===== src/rtl/apf_cram_loader.sv =====
// APF bridge to CRAM word-port loader. Windowed bridge writes are buffered and
// replayed to the CRAM controller; a single pending read is serviced once the buffer drains.
module apf_cram_loader #(
   parameter int unsigned FIFO_DEPTH = 8,
   parameter logic [7:0]  WIN_BASE   = 8'h10
) (
   input  logic        sys_clk,
   input  logic        reset_l_main,
   input  logic        bridge_wr,
   input  logic        bridge_rd,
   input  logic [31:0] bridge_addr,
   input  logic [31:0] bridge_wr_data,
   output logic [31:0] bridge_rd_data,
   output logic        bridge_rd_valid,
   output logic        fifo_full,
   output logic        loader_busy,
   output logic        overflow_err,
   output logic        word_rd,
   output logic        word_wr,
   output logic        word_32bit,
   output logic [23:0] word_addr,
   output logic [31:0] word_data,
   input  logic [31:0] word_q,
   input  logic        word_busy
);

   localparam int unsigned AW    = 24;
   localparam int unsigned DW    = 32;
   localparam int unsigned PTR_W = $clog2(FIFO_DEPTH);
   localparam int unsigned CNT_W = PTR_W + 1;
   localparam logic [CNT_W-1:0] FULL_CNT = CNT_W'(FIFO_DEPTH);

   typedef struct packed {
      logic [AW-1:0] addr;
      logic [DW-1:0] data;
   } wr_entry_t;

   typedef enum logic [2:0] {
      IDLE, ISSUE_WR, WAIT_WR, ISSUE_RD, WAIT_RD, CAPTURE
   } state_t;

   state_t           state_q;
   wr_entry_t        mem_q [FIFO_DEPTH];
   wr_entry_t        head;
   logic [PTR_W-1:0] wr_ptr_q, rd_ptr_q;
   logic [CNT_W-1:0] count_q, count_d;
   logic             busy_q, overflow_q, rd_pend_q;
   logic [AW-1:0]    rd_addr_q, word_addr_q;
   logic [DW-1:0]    word_data_q, rd_data_q;
   logic             word_rd_q, word_wr_q, rd_valid_q;
   logic             in_win, full, acc_wr, acc_rd, push, pop, busy_rise;

   assign in_win    = (bridge_addr[31:24] == WIN_BASE);
   assign full      = (count_q == FULL_CNT);
   assign acc_wr    = bridge_wr && in_win;
   assign acc_rd    = bridge_rd && in_win && !rd_pend_q;
   assign push      = acc_wr && !full;
   assign pop       = (state_q == IDLE) && (count_q != '0);
   assign busy_rise = word_busy && !busy_q;
   assign head      = mem_q[rd_ptr_q];

   // Fullness is judged on the pre-cycle count, so a push while full is dropped even on a pop.
   always_comb begin
      count_d = count_q;
      case ({push, pop})
         2'b10:   count_d = count_q + CNT_W'(1);
         2'b01:   count_d = count_q - CNT_W'(1);
         default: count_d = count_q;
      endcase
   end

   always_ff @(posedge sys_clk or negedge reset_l_main) begin
      if (!reset_l_main) begin
         wr_ptr_q   <= '0;
         rd_ptr_q   <= '0;
         count_q    <= '0;
         busy_q     <= 1'b0;
         overflow_q <= 1'b0;
      end else begin
         busy_q  <= word_busy;
         count_q <= count_d;
         if (push) wr_ptr_q <= wr_ptr_q + PTR_W'(1);
         if (pop)  rd_ptr_q <= rd_ptr_q + PTR_W'(1);
         if (acc_wr && full) overflow_q <= 1'b1;
      end
   end

   // Storage needs no reset: entries are only read behind a valid count.
   always_ff @(posedge sys_clk) begin
      if (push) mem_q[wr_ptr_q] <= {bridge_addr[23:0], bridge_wr_data};
   end

   always_ff @(posedge sys_clk or negedge reset_l_main) begin
      if (!reset_l_main) begin
         state_q     <= IDLE;
         rd_pend_q   <= 1'b0;
         rd_addr_q   <= '0;
         word_rd_q   <= 1'b0;
         word_wr_q   <= 1'b0;
         word_addr_q <= '0;
         word_data_q <= '0;
         rd_data_q   <= '0;
         rd_valid_q  <= 1'b0;
      end else begin
         rd_valid_q <= 1'b0;
         if (acc_rd) begin
            rd_pend_q <= 1'b1;
            rd_addr_q <= bridge_addr[23:0];
         end
         case (state_q)
            IDLE: begin
               if (count_q != '0) begin
                  word_addr_q <= head.addr;
                  word_data_q <= head.data;
                  word_wr_q   <= 1'b1;
                  state_q     <= ISSUE_WR;
               end else if (rd_pend_q) begin
                  word_addr_q <= rd_addr_q;
                  word_rd_q   <= 1'b1;
                  state_q     <= ISSUE_RD;
               end
            end
            // Only a fresh rising edge of busy acknowledges the command.
            ISSUE_WR: begin
               if (busy_rise) begin
                  word_wr_q <= 1'b0;
                  state_q   <= WAIT_WR;
               end
            end
            WAIT_WR: begin
               if (!word_busy) state_q <= IDLE;
            end
            ISSUE_RD: begin
               if (busy_rise) begin
                  word_rd_q <= 1'b0;
                  state_q   <= WAIT_RD;
               end
            end
            WAIT_RD: begin
               if (!word_busy) state_q <= CAPTURE;
            end
            CAPTURE: begin
               rd_data_q  <= word_q;
               rd_valid_q <= 1'b1;
               rd_pend_q  <= 1'b0;
               state_q    <= IDLE;
            end
            default: state_q <= IDLE;
         endcase
      end
   end

   assign bridge_rd_data  = rd_data_q;
   assign bridge_rd_valid = rd_valid_q;
   assign fifo_full       = full;
   assign loader_busy     = (count_q != '0) || rd_pend_q || (state_q != IDLE);
   assign overflow_err    = overflow_q;
   assign word_rd         = word_rd_q;
   assign word_wr         = word_wr_q;
   assign word_32bit      = 1'b1;
   assign word_addr       = word_addr_q;
   assign word_data       = word_data_q;

endmodule


===== config.mk =====
export PLATFORM = sky130hd
export DESIGN_NAME = apf_cram_loader
export DESIGN_NICKNAME = d
export VERILOG_FILES = /design/src/rtl/apf_cram_loader.sv
export SDC_FILE = /design/constraint.sdc
export NUM_CORES = 1
export LEC_CHECK = 0
export ABC_AREA = 1
export CAP_MARGIN = 30
export CELL_PAD_IN_SITES_DETAIL_PLACEMENT = 2
export CELL_PAD_IN_SITES_GLOBAL_PLACEMENT = 2
export CORE_UTILIZATION = 42
export DETAILED_ROUTE_END_ITERATION = 16
export DONT_BUFFER_PORTS = 1
export GPL_ROUTABILITY_DRIVEN = 0
export PLACE_DENSITY = 0.78
export SLEW_MARGIN = 5
export SYNTH_ARGS = -nofsm -noshare
export SYNTH_HDL_FRONTEND = slang
export SYNTH_SLANG_ARGS = --single-unit

===== constraint.sdc =====
create_clock -name sys_clk -period 5.5 [get_ports sys_clk]
set_clock_uncertainty 0.1 [all_clocks]
set_input_delay 1.375 -clock sys_clk [delete_from_list [all_inputs] [get_ports sys_clk]]
set_output_delay 1.375 -clock sys_clk [all_outputs]
set_load 0.01 [all_outputs]

* Word-level counts from Yosys, hierarchy flattened *
Memories as Yosys holds them, arrays and structs flattened.
Index checks and enable logic that the tools add are counted.

cells by class
  reduce and logical (&&, ||, !) cells = 25
  $add $sub $neg = 4
  mux-type cells = 21
  equal/unequal tests = 17

operators with widths
  operator                                                number
  two-way mux 24 bit                                      2
  two-way mux 3 bit                                       6
  case mux 3 bit (5 select lines)                         1
  inequality test 2 bit (second input constant)           6
  nonzero test 2 bit                                      5
  two-way mux 1 bit                                       9
  equality test 8 x 5 -> 1 bit (second input constant)    1
  case mux 4 bit (2 select lines)                         1
  logical AND 1 bit                                       7
  adder 3 x 1 -> 3 bit (second input constant)            2
  equality test 3 x 2 -> 1 bit (second input constant)    2
  equality test 3 bit (second input constant)             2
  AND reduction 5 bit                                     1
  adder 4 x 1 -> 4 bit (second input constant)            1
  equality test 4 bit (second input constant)             1
  case mux 1 bit (2 select lines)                         2
  AND reduction 2 bit                                     2
  AND reduction 4 bit                                     1
  nonzero test 4 bit                                      1
  subtractor 4 x 1 -> 4 bit (second input constant)       1
  equality test 3 x 1 -> 1 bit (second input constant)    1
  zero test 1 bit                                         3
  zero test 3 bit                                         1
  inequality test 3 x 2 -> 1 bit (second input constant)  1
  6 further kinds                                         7

storage, ports and cells
  flip-flop bits (word level) = 131
  logic and storage cells = 82
  RAM bits = 448
  output and inout bits = 95
  memories kept = 1
  bits of input ports = 101

memories
  name   words  bits a word  read ports  clocked after memory_dff  wr ports  RTL line  text
  mem_q  8      56           1           0                         1         43        wr_entry_t mem_q [FIFO_DEPTH];

* Logic depth before layout (Yosys ltp) *
  depth in word-level cells = 5
  mapped depth = 13
  gate-level depth less buffers = 12

* Least setup slack after synthesis *
OpenSTA, ideal clock, no wires.

  path kind = input port to flip-flop
  start point = input bridge_addr[31]
  end point = memory mem_q[0][0] in the netlist's numbering (enable)
  slack = 420 ps
  arrival = 4510 ps
  required time = 4930 ps
  stages = 7
  path buffers = 0
  setup time = 470 ps
  path through = nor2_1 > nand3_1 > nor2_1 > nand2_1 > nor2_1 > nand2_1 > nor2_1

between the ends
  cells in the longest elaborated chain, start to end = 5

ends and longest elaborated chain
  element                                  RTL line  text
  from (decl)                              11        input logic [31:0] bridge_addr,
  equality test 8 x 5 -> 1 bit             53        assign in_win = (bridge_addr[31:24] == WIN_BASE);
  logical AND 1 bit                        55        assign acc_wr = bridge_wr && in_win;
  logical AND 1 bit                        57        assign push = acc_wr && !full;
  two-way mux 1 bit                        90        if (push) mem_q[wr_ptr_q] <= {bridge_addr[23:0], bridge_wr_data};
  two-way mux 1 bit (not written as such)  90
  to (decl)                                43

No other way between the ends.

* Final worst setup path *
  start point = register count_q[1]
  end point = output loader_busy

between the ends
  cells in the longest elaborated chain, start to end = 3

ends and longest elaborated chain
  element                        RTL line  text
  from (decl)                    46        logic [CNT_W-1:0] count_q, count_d;
  from (signal assigned)         81        count_q <= count_d;
  nonzero test 4 bit             156       assign loader_busy = (count_q != '0) || rd_pend_q || (state_q != IDLE);
  logical OR 1 bit (2 in a row)  156
  to (decl)                      16        output logic loader_busy,

No other way between the ends.

==> out/qor.txt <==
Maxcap violations = 0
Initial antenna violation count = 1
Die Area = 56200 sq um
Layout cells sized above 1 = 0.0743
RSZ-0062 raised after global routing = no
CTS tree = built
# diodes = 0
Via density = 5.53
Total congestion overflow = 0
Critical path data arrival time = 2.26 ns
Die Ht = 237 um
Routed wire length = 69900 um
Initial DRT Pass Iterations = 4
Final Power = 13.8 mW
Leakage = 10.2 nW
Final core occ = 0.480
Highest-count cells in the layout ignoring fill and taps = 469 x nand2_1, 448 x edfxtp_1, 224 x nand3_1
CTS buffer count = 60
CTS HTree Levels = 2
I/O Pins = 196
Post-DP HPWL = 41400 um
Initial Util = 0.428
Inst Count DP = 2652
Clock slew at reported path FFs = 0.06 ns
Max-slew violation count = 0
# hold bufs at CTS = 0
Overall Global Routing Usage = 0.254
Setup TNS = 0 ns
Final Cycle Share = 0.679
Data required, critical path = 4.03 ns
Final nets = 2127
Min cycle time layout = 3.73 ns
Skew-Pair Late Insertion Delay = 0.63 ns
Synth Cell Area = 23200 sq um
Root buf cell = clkbuf_16
Post-CTS sizing = 0
Pwr dens = 530 nW/um^2
Worst vdd rail ir drop = 0.363 mV
Largest net degree at the start of global routing = 198
Final setup fails = 0
ANT nets after route = 0
Initial DRC count = 822
Post-route setup slack = 1.77 ns
Syn Nets = 2148
Hold crit path type = in2async
FF+latch count, synth = 579
Status = completed
Die width = 237 um
Achievable clock frequency = 268 MHz
Syn Area/Cell = 11.4 sq um
First-pass GRT wire length = 108000 um
Routed length per instance = 25.3 um
Critical path class = reg2out
Crit end category = output pin
Commonest non-fill, non-tap cell in the layout = nand2_1
Core box area = 54100 sq um
Final Non-Filler Cells = 2768
Post CTS Setup Buffer Count = 0
DP Worst Slack = 1.35 ns
Worst Tran Pin Value = 0.955 ns
Clk sink count = 579
Final Hold Fails = 0
Via Count = 15300
Area growth syn-to-layout = 12.0%
Yosys warning count = 0
Site Rows = 85
Startpoint Class = flip-flop
Vias in the first global route = 17900
Clock buffer depth = 3
Unique masters post-synth = 32
PortBufs = 0
Rel. slew slack = 0.363
Seq/Total Area, Yosys = 0.722
DRC = 0
Post-synthesis instance total = 2042
Worst-path fanout max = 4
[per-layer routing]
metal	vias to the layer above	share of wire	GRT usage
met5	-	0	0
met4	0	0.027	0.0844
met3	112	0.040	0.0433
met2	275	0.54	0.469
met1	8031	0.39	0.297
li1	6876	-	-
[cell type report]
| cell class | count | area (sq um) |
|---|---|---|
| clock buffer | 84 | 1750 |
| inverter | 161 | 612 |
| clock inverter | 29 | 299 |
| sequential | 579 | 16700 |
| fill | 5318 | 28200 |
| multi-input combinational | 1191 | 5340 |
| tap | 696 | 871 |
| timing repair buffer | 28 | 358 |
[state kept, by name, summed over array words and instances (netlist names)]
register and count:
word_addr 24, count_q 4, rd_addr_q 24, rd_pend_q 1, mem_q 448, overflow_err 1, word_data 32, rd_ptr_q 3
word_rd 1, state_q 3, bridge_rd_valid 1, busy_q 1, bridge_rd_data 32, word_wr 1, wr_ptr_q 3
[critical path, stage by stage (launching register included)]
cell and delay (ns):
dfrtp_1 0.43, nor2_1 0.20, nand2_2 0.10, nor2_1 0.27
nand2_1 0.20, nor2_1 0.29, inv_1 0.14
[per-stage QoR]
step | hold WS (ns) | instance area, sq um
2_1_floorplan | 0.348 | 23200
3_3_place_gp | 0.360 | 23700
3_5_place_dp | 0.368 | 23900
4_1_cts | 0.308 | 25900
5_1_grt | 0.317 | 26000
6_report | 0.345 | 26000
[report_power, final]
part | switching, mW | leakage, nW | internal, mW
registers | 0.663 | 5.64 | 5.13
logic | 2.66 | 3.49 | 1.09
clock network | 1.76 | 1.02 | 2.46
[path summary, 6_finish.rpt]
kind,start,to,slack (ns),cells after the start
worst min register to register,rd_addr_q[5],rd_addr_q[5],0.38,2
max in group asynchronous,reset_l_main,word_data[12],4.76,0
min in group sys_clk,rd_addr_q[5],rd_addr_q[5],0.38,2
worst max-delay path,count_q[1],loader_busy,1.77,6
worst max register to register,count_q[1],count_q[2],1.92,12
worst min-delay path,reset_l_main,bridge_rd_data[17],0.35,0
[cells by family (layout without fill, tap and decap cells)]
group                    Yosys count  count (layout)  synth area share
other                              1               1          0.000162
adder cells (fa/ha/maj)            5               5           0.00270
AO/OA/AOI/OAI                    251             251            0.0580
buffers and inverters            272             302            0.0512
XOR/XNOR                           5               5           0.00189
flip-flops                       579             579             0.722
AND/OR/NAND/NOR                  929             929             0.164
[cells in the mapped netlist]
| library cell | count | area share |
|---|---|---|
| xor2_1 | 5 | 0.0019 |
| nand2_1 | 470 | 0.076 |
| o31ai_1 | 1 | 0.00032 |
| a21oi_1 | 47 | 0.010 |
| clkinv_2 | 1 | 0.00022 |
| a31oi_1 | 1 | 0.00027 |
| buf_2 | 39 | 0.0084 |
| nor3_1 | 2 | 0.00043 |
| conb_1 | 1 | 0.00016 |
| clkbuf_1 | 40 | 0.0065 |
| nor2_2 | 1 | 0.00027 |
| inv_1 | 155 | 0.025 |
| o22ai_1 | 1 | 0.00027 |
| edfxtp_1 | 448 | 0.58 |
| nand3_1 | 225 | 0.049 |
| buf_6 | 6 | 0.0029 |
| nand2_4 | 1 | 0.00049 |
| a31o_2 | 1 | 0.00038 |
| nor2_4 | 1 | 0.00049 |
| o21ai_1 | 4 | 0.00086 |
| or2_2 | 1 | 0.00027 |
| nand2_2 | 2 | 0.00054 |
| ha_1 | 5 | 0.0027 |
| o21ai_0 | 164 | 0.035 |
| dfrtp_1 | 131 | 0.14 |
| inv_2 | 5 | 0.00081 |
| o211ai_1 | 32 | 0.010 |
| buf_1 | 7 | 0.0011 |
| nand4_1 | 2 | 0.00054 |
| buf_4 | 19 | 0.0062 |
| nor3_4 | 1 | 0.00070 |
| nor2_1 | 223 | 0.036 |
Note: power is estimated with default switching activity, not from simulation.
